$ cat src/rtl/arb_client_pkg.sv
// Shared types for the arbiter client requester: FSM state encoding and the
// default command word layout held in the command FIFO.
package arb_client_pkg;

  localparam int CMD_DATA_W = 8;
  localparam int CMD_LEN_W  = 4;
  localparam int CMD_DEPTH  = 4;

  typedef enum logic [1:0] {
    IDLE = 2'd0,
    REQ  = 2'd1,
    GAP  = 2'd2
  } state_e;

  // Command word as stored in the FIFO for the default widths: {len, base}.
  typedef struct packed {
    logic [CMD_LEN_W-1:0]  len;
    logic [CMD_DATA_W-1:0] base;
  } cmd_t;

endpackage

$ cat src/rtl/req_cmd_fifo.sv
// Synchronous command FIFO. Pointers carry one extra wrap bit so full and
// empty are distinguishable without a separate occupancy counter.
module req_cmd_fifo #(
  parameter int W     = 12,
  parameter int DEPTH = 4
) (
  input  logic         clk,
  input  logic         rst_an,
  input  logic         push,
  input  logic [W-1:0] push_data,
  input  logic         pop,
  output logic [W-1:0] pop_data,
  output logic         full,
  output logic         empty
);

  localparam int AW = $clog2(DEPTH);
  localparam int PW = AW + 1;

  logic [W-1:0]  mem [DEPTH];
  logic [PW-1:0] wr_ptr_q, wr_ptr_d;
  logic [PW-1:0] rd_ptr_q, rd_ptr_d;
  logic          do_push;
  logic          do_pop;

  assign full     = (wr_ptr_q[AW] != rd_ptr_q[AW]) &&
                    (wr_ptr_q[AW-1:0] == rd_ptr_q[AW-1:0]);
  assign empty    = (wr_ptr_q == rd_ptr_q);
  assign do_push  = push && !full;
  assign do_pop   = pop && !empty;
  assign pop_data = mem[rd_ptr_q[AW-1:0]];

  // Advance each pointer only when its side actually transfers a word.
  always_comb begin
    wr_ptr_d = wr_ptr_q;
    rd_ptr_d = rd_ptr_q;
    if (do_push) wr_ptr_d = wr_ptr_q + PW'(1);
    if (do_pop)  rd_ptr_d = rd_ptr_q + PW'(1);
  end

  // Pointer registers; reset empties the FIFO immediately.
  always_ff @(posedge clk or negedge rst_an) begin
    if (!rst_an) begin
      wr_ptr_q <= '0;
      rd_ptr_q <= '0;
    end else begin
      wr_ptr_q <= wr_ptr_d;
      rd_ptr_q <= rd_ptr_d;
    end
  end

  // Storage array; contents are don't-care while the pointers say empty.
  always_ff @(posedge clk) begin
    if (do_push) mem[wr_ptr_q[AW-1:0]] <= push_data;
  end

endmodule

$ cat src/rtl/arb_client_requester.sv
// Client side of a round-robin arbiter port: queues burst commands, holds req
// high for the duration of a burst, issues one beat per granted cycle and drops
// req for one GAP cycle between bursts so peers get their turn.
module arb_client_requester
  import arb_client_pkg::*;
#(
  parameter int DATA_W = CMD_DATA_W,
  parameter int LEN_W  = CMD_LEN_W,
  parameter int DEPTH  = CMD_DEPTH
) (
  input  logic              clk,
  input  logic              rst_an,
  input  logic              cmd_valid,
  output logic              cmd_ready,
  input  logic [LEN_W-1:0]  cmd_len,
  input  logic [DATA_W-1:0] cmd_base,
  output logic              req,
  input  logic              grant,
  output logic              beat_valid,
  output logic [DATA_W-1:0] beat_data,
  output logic              beat_last,
  output logic              busy,
  output logic              done
);

  localparam int CW = LEN_W + DATA_W;

  state_e            state_q, state_d;
  logic [LEN_W-1:0]  cnt_q, cnt_d;
  logic [LEN_W-1:0]  len_q, len_d;
  logic [DATA_W-1:0] base_q, base_d;
  logic              req_q, req_d;
  logic              done_q, done_d;

  logic              fifo_full;
  logic              fifo_empty;
  logic              fifo_pop;
  logic [CW-1:0]     fifo_rd_data;
  logic [LEN_W-1:0]  head_len;
  logic [DATA_W-1:0] head_base;

  req_cmd_fifo #(
    .W     (CW),
    .DEPTH (DEPTH)
  ) u_fifo (
    .clk       (clk),
    .rst_an    (rst_an),
    .push      (cmd_valid),
    .push_data ({cmd_len, cmd_base}),
    .pop       (fifo_pop),
    .pop_data  (fifo_rd_data),
    .full      (fifo_full),
    .empty     (fifo_empty)
  );

  assign {head_len, head_base} = fifo_rd_data;

  // A grant only moves data while our registered req is high; a lagging grant
  // seen during GAP or IDLE is ignored.
  assign cmd_ready  = !fifo_full;
  assign req        = req_q;
  assign done       = done_q;
  assign beat_valid = req_q && grant;
  assign beat_data  = base_q + DATA_W'(cnt_q);
  assign beat_last  = beat_valid && (cnt_q == len_q);
  assign busy       = (state_q != IDLE) || !fifo_empty;

  // Next-state logic: load a command from IDLE or straight out of GAP, count
  // beats in REQ, and always pass through GAP after the final beat.
  always_comb begin
    state_d  = state_q;
    cnt_d    = cnt_q;
    len_d    = len_q;
    base_d   = base_q;
    fifo_pop = 1'b0;
    case (state_q)
      IDLE: begin
        if (!fifo_empty) begin
          fifo_pop = 1'b1;
          len_d    = head_len;
          base_d   = head_base;
          cnt_d    = '0;
          state_d  = REQ;
        end
      end
      REQ: begin
        if (beat_valid) begin
          if (cnt_q == len_q) state_d = GAP;
          else                cnt_d   = cnt_q + LEN_W'(1);
        end
      end
      GAP: begin
        if (!fifo_empty) begin
          fifo_pop = 1'b1;
          len_d    = head_len;
          base_d   = head_base;
          cnt_d    = '0;
          state_d  = REQ;
        end else begin
          state_d  = IDLE;
        end
      end
      default: state_d = IDLE;
    endcase
    req_d  = (state_d == REQ);
    done_d = beat_last;
  end

  // State, burst context and registered outputs; reset aborts any burst.
  always_ff @(posedge clk or negedge rst_an) begin
    if (!rst_an) begin
      state_q <= IDLE;
      cnt_q   <= '0;
      len_q   <= '0;
      base_q  <= '0;
      req_q   <= 1'b0;
      done_q  <= 1'b0;
    end else begin
      state_q <= state_d;
      cnt_q   <= cnt_d;
      len_q   <= len_d;
      base_q  <= base_d;
      req_q   <= req_d;
      done_q  <= done_d;
    end
  end

endmodule
$ cat config.mk
export PLATFORM = sky130hd
export DESIGN_NAME = arb_client_requester
export DESIGN_NICKNAME = d
export VERILOG_FILES = /design/src/rtl/arb_client_pkg.sv /design/src/rtl/req_cmd_fifo.sv /design/src/rtl/arb_client_requester.sv
export SDC_FILE = /design/constraint.sdc
export NUM_CORES = 1
export LEC_CHECK = 0
export BUFFER_PORTS_ARGS = -buffer_cell sky130_fd_sc_hd__buf_2
export CAP_MARGIN = 20
export CORE_MARGIN = 10
export CORE_UTILIZATION = 53
export CTS_CLUSTER_DIAMETER = 50
export CTS_CLUSTER_SIZE = 20
export DETAILED_ROUTE_END_ITERATION = 10
export PLACE_DENSITY_LB_ADDON = 0.15
export SLEW_MARGIN = 25
export SYNTH_ARGS = -nofsm -noshare
export SYNTH_HDL_FRONTEND = slang
export SYNTH_SLANG_ARGS = --single-unit
$ cat constraint.sdc
create_clock -name clk -period 1.7 [get_ports clk]
set_input_delay 0.085 -clock clk [delete_from_list [all_inputs] [get_ports clk]]
set_output_delay 0.085 -clock clk [all_outputs]
set_load 0.05 [all_outputs]
==> results.rst <==
.. list-table::
   :header-rows: 1

   * - Metric
     - Value
   * - Total number of vias
     - 1850
   * - Syn-to-layout area delta
     - 34.6%
   * - Post-synthesis register bit count
     - 74
   * - Area used by multi-input combinational logic
     - 0.00129 mm2
   * - Number of antenna violations at the first check in global routing
     - 0
   * - Overall die width
     - 98.0 um
   * - Post-synth EDFFs
     - 48
   * - Leading register cell type out of synthesis
     - edfxtp_1
   * - Path category of the worst min-delay check
     - in2reg
   * - Largest cells by area after synthesis
     - edfxtp_1 (45%), dfrtp_1 (20%), mux4_2 (7.0%)
   * - Combined global-route utilization of all metal layers
     - 13.4%
   * - Maximum ir drop on the vdd rail
     - 2220 uV
   * - Static Leakage
     - 1.68 nW
   * - Cell count after synthesis
     - 182
   * - Antenna Violating Nets Remaining
     - 0
   * - Pin slew with the least headroom to its limit
     - 573 ps
   * - Top Family by Delay on Critical Path
     - adder cells
   * - Outcome
     - finished with violations
   * - Final Total Pwr
     - 9.17 mW
   * - Async S/R FF share, synth
     - 35.1%
   * - TritonCTS clock tree
     - built
   * - Total non-filler cell area in the finished layout
     - 0.00434 mm2
   * - Hold Worst Slack
     - 143 ps
   * - Library cell occupying the most area in the post-synthesis netlist
     - edfxtp_1
   * - Fraction of final layout cells sized beyond drive strength 1
     - 51.1%
   * - Number of vias per cell after detailed routing
     - 5.39
   * - Initial cell density of the core
     - 54.5%
   * - DRC violation count after routing
     - 0
   * - Largest driver fanout on the critical path
     - 2
   * - Clock transition at the registers of the reported paths
     - 80 ps
   * - Total overflow reported by the global router
     - 0
   * - Count of routing violations after the opening detailed-route iteration
     - 102
   * - Number of cells in the design after placement
     - 305
   * - Synth Area in Simple Gates
     - 4.85%
   * - Die footprint
     - 0.00960 mm2
   * - Count of final max-slew check failures
     - 0
   * - Power density of the placed cells
     - 2110 mW/mm2
   * - Setup crit start kind
     - flip-flop
   * - Sequential-to-total area share from yosys stat
     - 64.9%
   * - Largest net degree at the start of global routing
     - 27
   * - Distinct cell type count of the synthesized netlist
     - 36
   * - Critical Path AT
     - 2070 ps
   * - Number of H-tree levels
     - 3
   * - Synth top area share
     - 44.7%
   * - Final setup margin
     - -453 ps
   * - Number of top-level pins
     - 30
   * - Total wire length after detailed routing
     - 6.22 mm
   * - Sum of buffers and inverters on the critical path
     - 1
   * - Leading cell type by number of instances after synthesis
     - edfxtp_1
   * - Delay contributed by the slowest stage of the critical path
     - 400 ps
   * - Share of the cycle needed by the critical path after routing
     - 127%
   * - Seq. cell area
     - 0.00210 mm2
   * - Standard cell core area
     - 0.00592 mm2
   * - Floorplan row count
     - 28
   * - Worst-case headroom to the max-slew limit
     - 61.8%
   * - Root buffer cell
     - clkbuf_8
   * - Unrepaired setup endpoints after global routing
     - yes
   * - Final setup skew
     - 9.12 ps
   * - Number of inserted filler cells in the final layout
     - 356
   * - Average wire length per cell after detail routing
     - 18.1 um
   * - Final setup fails
     - 11
   * - Fraction of the mapped netlist area in compound gates
     - 4.73%
   * - Synthesized cell area
     - 0.00322 mm2
   * - Proportion of synthesized area in mux cells
     - 13.5%
   * - Number of diodes
     - 0
   * - Critical Path End Type
     - primary output
   * - Die outline height
     - 98.0 um
   * - Xor and xnor area share after synthesis
     - 5.32%
   * - Layout Nets
     - 290
   * - Critical path, cell by cell
     - ha_2 -> fa_2 -> a21o_1 -> a21oi_4 -> nor2_4 -> xor2_4 -> buf_6
   * - Clk sinks
     - 74
   * - I/O Buffers
     - 29
   * - Failing checks
     - setup timing
   * - Cell with the largest stage delay on the worst path
     - dfrtp_1
   * - Clock buffer count from CTS
     - 9
   * - Clock Tree Buf Depth
     - 2
   * - Cell types with the highest counts after synthesis
     - edfxtp_1 (48), dfrtp_1 (26), mux2_2 (14)
   * - Setup_tns
     - -2410 ps
   * - Max-capacitance violation count
     - 0
   * - Dominant combinational cell family by area after synthesis
     - multiplexers
   * - Synthesized net count
     - 209
   * - Post-layout utilization of the core
     - 73.3%
   * - Peak clock frequency supported by timing
     - 0.464 GHz
   * - Number of global-route vias before repair
     - 2026
   * - Type of the worst setup path
     - reg2out
   * - DP Worst Slack
     - -237 ps
   * - Yosys Warn Count
     - 0
   * - Min Tclk post-route
     - 2150 ps
   * - Post-Synthesis Mean Instance Area
     - 17.7 um2
   * - Clock insertion delay at the later pin of the skew report
     - 340 ps
   * - Adder and majority cell fraction of the synthesized area
     - 4.50%
   * - Data required, critical path
     - 1620 ps
   * - Number of cells in the finished layout apart from fillers
     - 343
   * - First drt pass iteration count
     - 4
   * - Global-route wire length before repair
     - 10.3 mm
   * - Post-detailed-placement cell area
     - 0.00375 mm2
   * - Routability cong.
     - 0.686
   * - Sum of net half-perimeters after detailed placement
     - 4.20 mm
   * - Fin. Hold Viols
     - 0
## per-layer routing
layer / GRT usage [%] / vias up / part of all wire, %
li1: - / 847 / -
met1: 15.8 / 951 / 42
met2: 22.6 / 41 / 52
met3: 3.31 / 11 / 4.1
met4: 5.70 / 0 / 2.1
met5: 0 / - / 0
## report_power, final
part           internal, mW  switching [mW]
clock                 0.672           0.646
sequential             2.51           0.446
combinational          2.35            2.55
## cell usage in the layout (no fill, tap or decap), drive strengths merged, types with 3 or more instances in the layout
| cell | synthesis | layout |
|---|---|---|
| nor2 | 6 | 6 |
| clkbuf | 1 | 9 |
| dlygate4sd3 | 0 | 13 |
| mux4 | 12 | 12 |
| clkinv | 0 | 4 |
| a21oi | 3 | 3 |
| xor2 | 9 | 9 |
| mux2 | 14 | 14 |
| o21ai | 3 | 3 |
| edfxtp | 48 | 48 |
| dfrtp | 26 | 26 |
| inv | 6 | 6 |
| and2 | 6 | 6 |
| xnor2 | 8 | 8 |
| ha | 10 | 10 |
| buf | 4 | 62 |
| o31ai | 3 | 3 |
| nand2 | 3 | 3 |
## registers in the layout (all words and copies together) (netlist names)
register and cells:
state_q 2, req 1, done 1, len_q 4, u_fifo.wr_ptr_q 3, u_fifo.mem 48
cnt_q 4, u_fifo.rd_ptr_q 3, base_q 8
## area by class of cell
cell class	instances	area share [%]
well taps	75	2.16
inverters	6	0.519
flip-flops and latches	74	48.3
repair buffers	75	14.9
multi-input cells	97	29.6
clock inverters	7	1.61
clock buffers	9	2.85
## path summary, 6_finish.rpt
kind                           start  slack [ps]                  to  depth (start not counted)
setup / recovery            cnt_q[0]        -450        beat_data[6]                          7
hold / removal             cmd_valid         140  u_fifo.wr_ptr_q[1]                          5
setup reg to reg            cnt_q[0]        -110            cnt_q[3]                          7
hold reg to reg            base_q[3]         530           base_q[3]                          1
max in group asynchronous     rst_an        1010  u_fifo.rd_ptr_q[0]                          2
min in group asynchronous     rst_an         270                done                          2
## cells by family after synthesis
kind of cell               count (synthesis)
AOI/OAI and AO/OA                         18
buffers and inverters                     11
xor gates and xnor gates                  17
and+or+nand+nor                           25
muxes                                     26
DFF                                       74
adders and majority gates                 11
## repair_timing
action                                  CTS  global route
endpoints found under the setup margin   22            16
pin swaps                                16             3
gates resized for setup                  37             9
setup buffers                             8             2
endpoints found under the hold margin    74             0
hold buffers                             13             0
gates cloned                              0             0
## worst register-to-register path, delay by kind of cell, from the launching register on
kind | cells | cell delay [ps]
buffers and inverters | 3 | 460
xor gates and xnor gates | 1 | 170
and+or+nand+nor | 2 | 580
DFF | 1 | 400
AOI/OAI and AO/OA | 1 | 130
Note: power is estimated with default switching activity, not from simulation.
